$ cat src/rtl/z16_pkg.sv
`default_nettype none
// ============================================================================
//  Module      : z16_pkg
//  Description : Shared constants, fetch entry type and FSM states for the
//                z16 instruction fetch unit.
//  Revision    : 1.0 - initial release
// ============================================================================
package z16_pkg;

    function automatic int instr_bytes(input int instr_w);
        return instr_w / 8;
    endfunction

    localparam int Z16_ADDR_W  = 16;
    localparam int Z16_INSTR_W = 16;
    localparam int INSTR_BYTES = instr_bytes(Z16_INSTR_W);

    typedef struct packed {
        logic [Z16_ADDR_W-1:0]  pc;
        logic [Z16_INSTR_W-1:0] instr;
    } fetch_entry_t;

    typedef enum logic [0:0] {
        ST_RUN   = 1'b0,
        ST_FAULT = 1'b1
    } fetch_state_t;

endpackage
`default_nettype wire

$ cat src/rtl/z16_fetch_fifo.sv
`default_nettype none
// ============================================================================
//  Module      : z16_fetch_fifo
//  Description : Synchronous prefetch FIFO with push, pop, flush and count.
//  Revision    : 1.0 - initial release
// ============================================================================
module z16_fetch_fifo #(
    parameter int  DATA_W  = 32,
    parameter int  DEPTH   = 4,
    localparam int C_CNT_W = $clog2(DEPTH) + 1
) (
    input  logic               i_clk,
    input  logic               i_rst_n,
    input  logic               i_push,
    input  logic               i_pop,
    input  logic               i_flush,
    input  logic [DATA_W-1:0]  i_data,
    output logic [DATA_W-1:0]  o_data,
    output logic [C_CNT_W-1:0] o_count
);

    localparam int c_PTR_W = $clog2(DEPTH);

    logic [DATA_W-1:0]  r_mem [DEPTH];
    logic [c_PTR_W-1:0] r_wr_ptr;
    logic [c_PTR_W-1:0] r_rd_ptr;
    logic [C_CNT_W-1:0] r_count;
    logic               w_do_push;
    logic               w_do_pop;

    // A push into a full FIFO is legal only when the head leaves in the same cycle.
    assign w_do_pop  = i_pop && (r_count != '0);
    assign w_do_push = i_push && ((r_count != C_CNT_W'(DEPTH)) || w_do_pop);

    always_ff @(posedge i_clk) begin
        if (!i_rst_n || i_flush) begin
            r_wr_ptr <= '0;
            r_rd_ptr <= '0;
            r_count  <= '0;
        end else begin
            if (w_do_push) begin
                r_wr_ptr <= r_wr_ptr + c_PTR_W'(1);
            end
            if (w_do_pop) begin
                r_rd_ptr <= r_rd_ptr + c_PTR_W'(1);
            end
            case ({w_do_push, w_do_pop})
                2'b10:   r_count <= r_count + C_CNT_W'(1);
                2'b01:   r_count <= r_count - C_CNT_W'(1);
                default: r_count <= r_count;
            endcase
        end
    end

    always_ff @(posedge i_clk) begin
        if (w_do_push) begin
            r_mem[r_wr_ptr] <= i_data;
        end
    end

    assign o_data  = r_mem[r_rd_ptr];
    assign o_count = r_count;

endmodule
`default_nettype wire

$ cat src/rtl/z16_fetch_unit.sv
`default_nettype none
// ============================================================================
//  Module      : z16_fetch_unit
//  Description : Instruction fetch with prefetch FIFO and redirect support.
//                Define Z16_FETCH_ALIGN_CHECK_EN to trap misaligned redirects.
//  Revision    : 1.0 - initial release
// ============================================================================
module z16_fetch_unit
    import z16_pkg::*;
#(
    parameter int                ADDR_W     = 16,
    parameter int                INSTR_W    = 16,
    parameter int                FIFO_DEPTH = 4,
    parameter logic [ADDR_W-1:0] RESET_PC   = '0
) (
    input  logic               i_clk,
    input  logic               i_rst_n,
    output logic               o_imem_req,
    output logic [ADDR_W-1:0]  o_imem_addr,
    input  logic [INSTR_W-1:0] i_imem_instr,
    output logic               o_instr_valid,
    input  logic               i_instr_ready,
    output logic [INSTR_W-1:0] o_instr,
    output logic [ADDR_W-1:0]  o_instr_pc,
    input  logic               i_redirect,
    input  logic [ADDR_W-1:0]  i_redirect_pc,
    output logic               o_fault
);

    localparam int                c_BYTES      = instr_bytes(INSTR_W);
    localparam int                c_ENTRY_W    = ADDR_W + INSTR_W;
    localparam int                c_CNT_W      = $clog2(FIFO_DEPTH) + 1;
    localparam logic [ADDR_W-1:0] c_ALIGN_MASK = ADDR_W'(c_BYTES - 1);

    fetch_state_t        r_state;
    fetch_state_t        w_state_next;
    logic [ADDR_W-1:0]   r_fetch_pc;
    logic [c_CNT_W-1:0]  w_count;
    logic [c_ENTRY_W-1:0] w_head;
    logic                w_run;
    logic                w_pop;
    logic                w_flush;

    // Outputs are gated by reset combinationally so nothing leaks while held in reset.
    assign w_run         = i_rst_n && (r_state == ST_RUN);
    assign o_instr_valid = w_run && (w_count != '0);
    assign w_pop         = o_instr_valid && i_instr_ready;
    assign w_flush       = w_run && i_redirect;
    assign o_imem_req    = w_run && !i_redirect &&
                           ((w_count != c_CNT_W'(FIFO_DEPTH)) || w_pop);
    assign o_imem_addr   = r_fetch_pc;
    assign o_instr       = o_instr_valid ? w_head[INSTR_W-1:0] : '0;
    assign o_instr_pc    = o_instr_valid ? w_head[c_ENTRY_W-1:INSTR_W] : '0;

    z16_fetch_fifo #(
        .DATA_W (c_ENTRY_W),
        .DEPTH  (FIFO_DEPTH)
    ) u_fifo (
        .i_clk   (i_clk),
        .i_rst_n (i_rst_n),
        .i_push  (o_imem_req),
        .i_pop   (w_pop && !i_redirect),
        .i_flush (w_flush),
        .i_data  ({r_fetch_pc, i_imem_instr}),
        .o_data  (w_head),
        .o_count (w_count)
    );

    always_ff @(posedge i_clk) begin
        if (!i_rst_n) begin
            r_fetch_pc <= RESET_PC;
        end else if (w_flush) begin
            r_fetch_pc <= i_redirect_pc & ~c_ALIGN_MASK;
        end else if (o_imem_req) begin
            r_fetch_pc <= r_fetch_pc + ADDR_W'(c_BYTES);
        end
    end

    always_ff @(posedge i_clk) begin
        if (!i_rst_n) begin
            r_state <= ST_RUN;
        end else begin
            r_state <= w_state_next;
        end
    end

    always_comb begin
        w_state_next = r_state;
        o_fault      = 1'b0;
`ifdef Z16_FETCH_ALIGN_CHECK_EN
        if ((r_state == ST_RUN) && w_flush && ((i_redirect_pc & c_ALIGN_MASK) != '0)) begin
            w_state_next = ST_FAULT;
        end
        o_fault = (r_state == ST_FAULT);
`endif
    end

endmodule
`default_nettype wire

$ cat config.mk
export PLATFORM = sky130hd
export DESIGN_NAME = z16_fetch_unit
export DESIGN_NICKNAME = d
export VERILOG_FILES = /design/src/rtl/z16_pkg.sv /design/src/rtl/z16_fetch_fifo.sv /design/src/rtl/z16_fetch_unit.sv
export SDC_FILE = /design/constraint.sdc
export NUM_CORES = 1
export LEC_CHECK = 0
export ABC_AREA = 1
export BUFFER_PORTS_ARGS = -buffer_cell sky130_fd_sc_hd__buf_2
export CAP_MARGIN = 10
export CORE_AREA = 2 2 106 108
export DETAILED_ROUTE_END_ITERATION = 8
export DIE_AREA = 0 0 108 110
export PLACE_DENSITY = 0.82
export SLEW_MARGIN = 30
export SYNTH_ARGS = -nofsm -noshare
export SYNTH_HDL_FRONTEND = slang
export SYNTH_SLANG_ARGS = --single-unit
$ cat constraint.sdc
create_clock -name i_clk -period 8.5 [get_ports i_clk]
set_input_delay 1.275 -clock i_clk [delete_from_list [all_inputs] [get_ports i_clk]]
set_output_delay 1.275 -clock i_clk [all_outputs]
set_load 0.01 [all_outputs]
==> results of run 1 <==
## worst max path at each step
stage	start	to	slack, ps	cells after the start
detailed placement	i_rst_n	o_imem_req	4680	6
global placement	i_rst_n	o_imem_req	4700	6
global route	register	o_instr_pc[5]	4400	5
floorplan	i_rst_n	u_fifo.r_mem[0][0]	4800	6
CTS	register	o_instr_pc[5]	4580	5
finish	register	o_instr_pc[5]	4620	5
## area by class of cell
| type | instances | area (µm²) |
|---|---|---|
| Clock inverter | 13 | 183 |
| Tap cell | 140 | 175 |
| Multi-Input combinational cell | 408 | 1880 |
| Inverter | 39 | 149 |
| Fill cell | 743 | 3140 |
| Timing Repair Buffer | 89 | 543 |
| Clock buffer | 19 | 422 |
| Sequential cell | 148 | 4210 |
## stage by stage
step	hold slack (ps)	worst slack, ps	instance area [µm²]
after floorplan	476	4800	6360
after global placement	485	4700	6840
after detailed placement	503	4680	6900
after CTS	513	4580	7500
after global routing	538	4400	7560
final	510	4620	7560
## cells by family after synthesis
family / after synthesis / share of synthesized area
AND/OR/NAND/NOR: 278 / 0.176
flip-flops: 148 / 0.662
AO/OA/AOI/OAI: 120 / 0.0991
buffers and inverters: 70 / 0.0480
adder cells (fa/ha/maj): 7 / 0.0150
other: 1 / 0.000590
## worst min-delay path, stage by stage, from the launching register on
cell and delay [ps]:
dfxtp_1 340, nand2_1 70, a21oi_1 50
## synth_stat cells
master,count,area (µm²)
inv_1,35,131
nor2_1,180,676
o21ai_0,66,330
inv_2,2,7.51
nand4_1,5,31.3
fa_1,1,20.0
buf_6,2,22.5
o21a_1,1,7.51
buf_1,3,11.3
nand3b_1,2,15.0
buf_4,3,22.5
o22ai_1,1,6.26
nand3_1,22,110
ha_1,6,75.1
clkinv_1,1,3.75
a21oi_1,41,205
dfxtp_1,24,480
nand2_1,63,236
nand2_4,1,11.3
inv_4,1,6.26
or2_2,4,25.0
conb_1,1,3.75
o21ai_1,7,35.0
nor2_4,1,11.3
o211ai_4,1,21.3
clkbuf_1,12,45.0
o21bai_1,1,7.51
o21ai_2,1,8.76
edfxtp_1,124,3720
buf_2,11,55.1
a21boi_0,1,7.51
## flip-flops by register name (all words and copies together) (netlist names), named ones only
register,flops
u_fifo.r_mem,124
o_imem_addr,15
u_fifo.o_count,3
u_fifo.r_rd_ptr,2
u_fifo.r_wr_ptr,2
## where the power goes
part	leakage, µW	switching (µW)	internal (µW)
clock	0.000296	286	476
combinational	0.00135	52.7	30.2
sequential	0.00134	17.4	807
total	0.00298	356	1310
## routing by layer
layer	up-vias	wire length [µm]	track usage
met3	23	1340	0.0717
met4	0	183	0.103
met5	-	0	0
met1	2179	5370	0.300
met2	261	6980	0.408
li1	2272	-	-
==> impl_metrics.toml, run 1 <==
[clock_tree]
tritoncts = "built"
cts_setup_buffers = 0
holdBufCountCts = 0
root_buffer = "clkbuf_8"
clock_latency_ps = 540
clk_pin_slew_ps = 60
ctsLongestPathBuffers = 2
cts_buffers = 17
cts_sinks = 148
cts.htree.levels = 4
post_cts_resized = 0

[routing]
wl_um = 13900
num_vias = 4735
wl_per_cell_um = 16.2
drtIter0Drc = 346
drc = 0
vias_per_cell = 5.53
ant_nets = 0
firstDrtPassIters = 6

[logic_synthesis]
syn_avg_cell_area_um2 = 10.2
ys_seq_area_frac = 0.662
yosys_warnings = 0
synth_area_um2 = 6350
synth.distinct_cells = 31
postSynthCellCount = 624
synth-seq-cells = 148

[die]
core_region_area_um2 = 10700
start_util = 0.594
die-area_um2 = 11900
die_w_um = 108
io_pins = 87
die_y_um = 110
rows = 38

[power_and_ir_drop]
power.density_nw_per_um2 = 221
irDropWorstVdd_mv = 0.125
p_leak_uw = 0.00298
p_total_uw = 1670

[layout]
synthToLayoutAreaGrowth_pct = 19.0
final_util = 0.707
layout_common_cells = "nor2_1, edfxtp_1, buf_2"
n_antenna_cell = 0
final_common_cell = "nor2_1"
final_layout_size_suffix_gt1_frac = 0.190
finalNonFillerCells = 856
design.final.nets = 746

[timing]
setup_viol = 0
maxSlewHeadroom = 0.384
tightest_slew_ps = 922
max_freq_mhz = 258
hold_viol = 0
slew_viol_final = 0
final.min_clock_period_ps = 3880
finalSetupTns_ps = 0
skew_ps = 5.87
rsz0062_at_grt = "no"
fin_crit_sh = 0.456

[worst_setup_path]
path_delay_family = "buffers and inverters"
r2r_end = "u_fifo.o_count[2]"
critPathMaxStageDelay_ps = 550
worstPathArrival_ps = 2600
worstPathRequired_ps = 7220
crit_path_start_kind = "register"
rrSetupSlack_ps = 6310
r2r_cells = 10
rr_startpoint = "u_fifo.o_count[0]"
worstPathCellList = "buf_4 > inv_2 > o21ai_0 > a21oi_1 > buf_2"
cp_num_buf_inv = 3
crit_path_top_delay_cell = "inv_2"
cp_max_fo = 63
crit_type = "register to primary output"
worst_setup_path_end_kind = "primary output"

[global_route]
grt_pass1_wl_um = 21500
overflow = 0
grt_max_degree = 64
grt_usage = 0.244
antenna_found_initial = 0
grt_pass1_vias = 4418

[job]
max_cap_violations = 0

[placement]
dp.cells = 822
port_buffers = 82
place_congestion = 0.903
dpl.hpwl_um = 7880

[min_path]
hold_path.class = "register to register"
whs_path_depth = 2
hold_start = "u_fifo.r_wr_ptr[0]"
holdPathEnd = "u_fifo.r_wr_ptr[0]"

[outcome]
status = "completed"
No activity file was read; power rests on OpenSTA's default activity.
==> inputs of run 2 (changes only) <==
--- a/config.mk
+++ b/config.mk
@@ -8,10 +8,10 @@
 export ABC_AREA = 1
 export BUFFER_PORTS_ARGS = -buffer_cell sky130_fd_sc_hd__buf_2
 export CAP_MARGIN = 10
-export CORE_AREA = 2 2 106 108
+export CORE_AREA = 2 2 109 111
 export DETAILED_ROUTE_END_ITERATION = 8
-export DIE_AREA = 0 0 108 110
-export PLACE_DENSITY = 0.82
+export DIE_AREA = 0 0 111 113
+export PLACE_DENSITY = 0.78
 export SLEW_MARGIN = 30
 export SYNTH_ARGS = -nofsm -noshare
 export SYNTH_HDL_FRONTEND = slang
==> constraint.sdc (replaced) <==
create_clock -name i_clk -period 3.8 [get_ports i_clk]
set_input_delay 0.57 -clock i_clk [delete_from_list [all_inputs] [get_ports i_clk]]
set_output_delay 0.57 -clock i_clk [all_outputs]
set_load 0.01 [all_outputs]
==> impl_metrics.toml, run 2 (synthesis results as in run 1) <==
[outcome]
status = "completed"

[placement]
place_congestion = 0.835
port_buffers = 82
dpl.hpwl_um = 7840

[routing]
ant_nets = 0
wl_per_cell_um = 16.1
vias_per_cell = 5.52
num_vias = 4745
drc = 0
drtIter0Drc = 320
firstDrtPassIters = 5
wl_um = 13900

[die]
die_w_um = 111
start_util = 0.564
io_pins = 87
core_region_area_um2 = 11300
rows = 39
die-area_um2 = 12500
die_y_um = 113

[worst_setup_path]
crit_path_start_kind = "register"
crit_type = "register to primary output"
worstPathArrival_ps = 2120
worstPathRequired_ps = 3230
worst_setup_path_end_kind = "primary output"
cp_max_fo = 62

[clock_tree]
clock_latency_ps = 420
ctsLongestPathBuffers = 2
holdBufCountCts = 0
cts_setup_buffers = 0
cts_buffers = 17
post_cts_resized = 0
cts.htree.levels = 4
root_buffer = "clkbuf_16"
cts_sinks = 148
tritoncts = "built"
clk_pin_slew_ps = 60

[min_path]
hold_path.class = "input pin to register"

[layout]
synthToLayoutAreaGrowth_pct = 18.0
final_common_cell = "nor2_1"
n_antenna_cell = 0
final_util = 0.665
layout_common_cells = "nor2_1, edfxtp_1, buf_2"
fillers = 849
largest_reg_flops = 124
design.final.nets = 747
top_register = "u_fifo.r_mem"
final_layout_size_suffix_gt1_frac = 0.192

[global_route]
antenna_found_initial = 0
grt_usage = 0.228
overflow = 0
grt_pass1_vias = 4566
grt_max_degree = 63
grt_pass1_wl_um = 21900

[timing]
tightest_slew_ps = 935
rsz0062_at_grt = "no"
finalSetupTns_ps = 0
skew_ps = 8.85
final.min_clock_period_ps = 2690
max_freq_mhz = 371
slew_viol_final = 0
hold_viol = 0
setup_viol = 0
maxSlewHeadroom = 0.376
fin_crit_sh = 0.709

[power_and_ir_drop]
power.density_nw_per_um2 = 496
power_frac_comb = 0.049
irDropWorstVdd_mv = 0.303
seqPwrFrac = 0.496
switching_share = 0.211
p_leak_uw = 0.00295
clkPwrFrac = 0.456
power.switching_uw = 785
p_int_uw = 2930

[job]
max_cap_violations = 0
run 2: cell count changes in the layout (fill, tap and decap cells not counted):
cell        delta
buf_4          +5
clkinvlp_4     +5
buf_16         -4
clkinv_4       -3
clkinv_2       -2
bufinv_16      -1
clkbuf_1       -1
clkbuf_16      +1
clkbuf_8       +1
run 2: worst paths after layout:
check | start | to | slack, ps | cells past startpoint
setup reg to reg | u_fifo.o_count[1] | u_fifo.o_count[1] | 1410 | 13
hold / removal | i_imem_instr[7] | u_fifo.r_mem[1][7] | 370 | 1
hold reg to reg | u_fifo.r_rd_ptr[1] | u_fifo.r_rd_ptr[1] | 500 | 2
setup / recovery | register | o_instr_pc[8] | 1110 | 6
run 2: per-layer routing:
layer / track usage / wire (µm) / vias to the layer above
met1: 0.275 / 5480 / 2252
met5: 0 / 0 / -
met2: 0.389 / 7110 / 198
met3: 0.0568 / 1000 / 25
met4: 0.107 / 265 / 0
li1: - / - / 2270
run 2: cell type report:
cell class / instances / area [µm²] / share of cell area
Clock buffer: 20 / 457 / 0.0609
Clock inverter: 12 / 154 / 0.0205
Inverter: 39 / 149 / 0.0199
Multi-Input combinational cell: 408 / 1880 / 0.251
Sequential cell: 148 / 4210 / 0.561
Tap cell: 143 / 179 / 0.0239
Timing Repair Buffer: 90 / 470 / 0.0628
run 2: power groups by stage:
stage	combinational [µW]	clock, µW	sequential [µW]
after floorplan	106	0	1870
after global placement	171	0	1870
after detailed placement	179	0	1880
after CTS	181	1710	1840
after global routing	203	1800	1850
final	181	1700	1840
run 2: critical path: stages, from the launching register on:
cell and delay, ps:
dfxtp_2 330, buf_4 520, nor2_1 120, nor2_1 140, o21ai_1 90, a21oi_1 290, buf_2 190
run 2: stage by stage:
step / setup WS [ps] / instance area, µm² / hold WS, ps / instances / power [µW]
5_1_grt: 943 / 7500 / 347 / 860 / 3850
3_5_place_dp: 1160 / 6890 / 495 / 828 / 2050
3_3_place_gp: 1220 / 6890 / 484 / 828 / 2040
2_1_floorplan: 801 / 6360 / 476 / 626 / 1980
4_1_cts: 1100 / 7500 / 351 / 860 / 3740
6_report: 1110 / 7500 / 369 / 860 / 3720
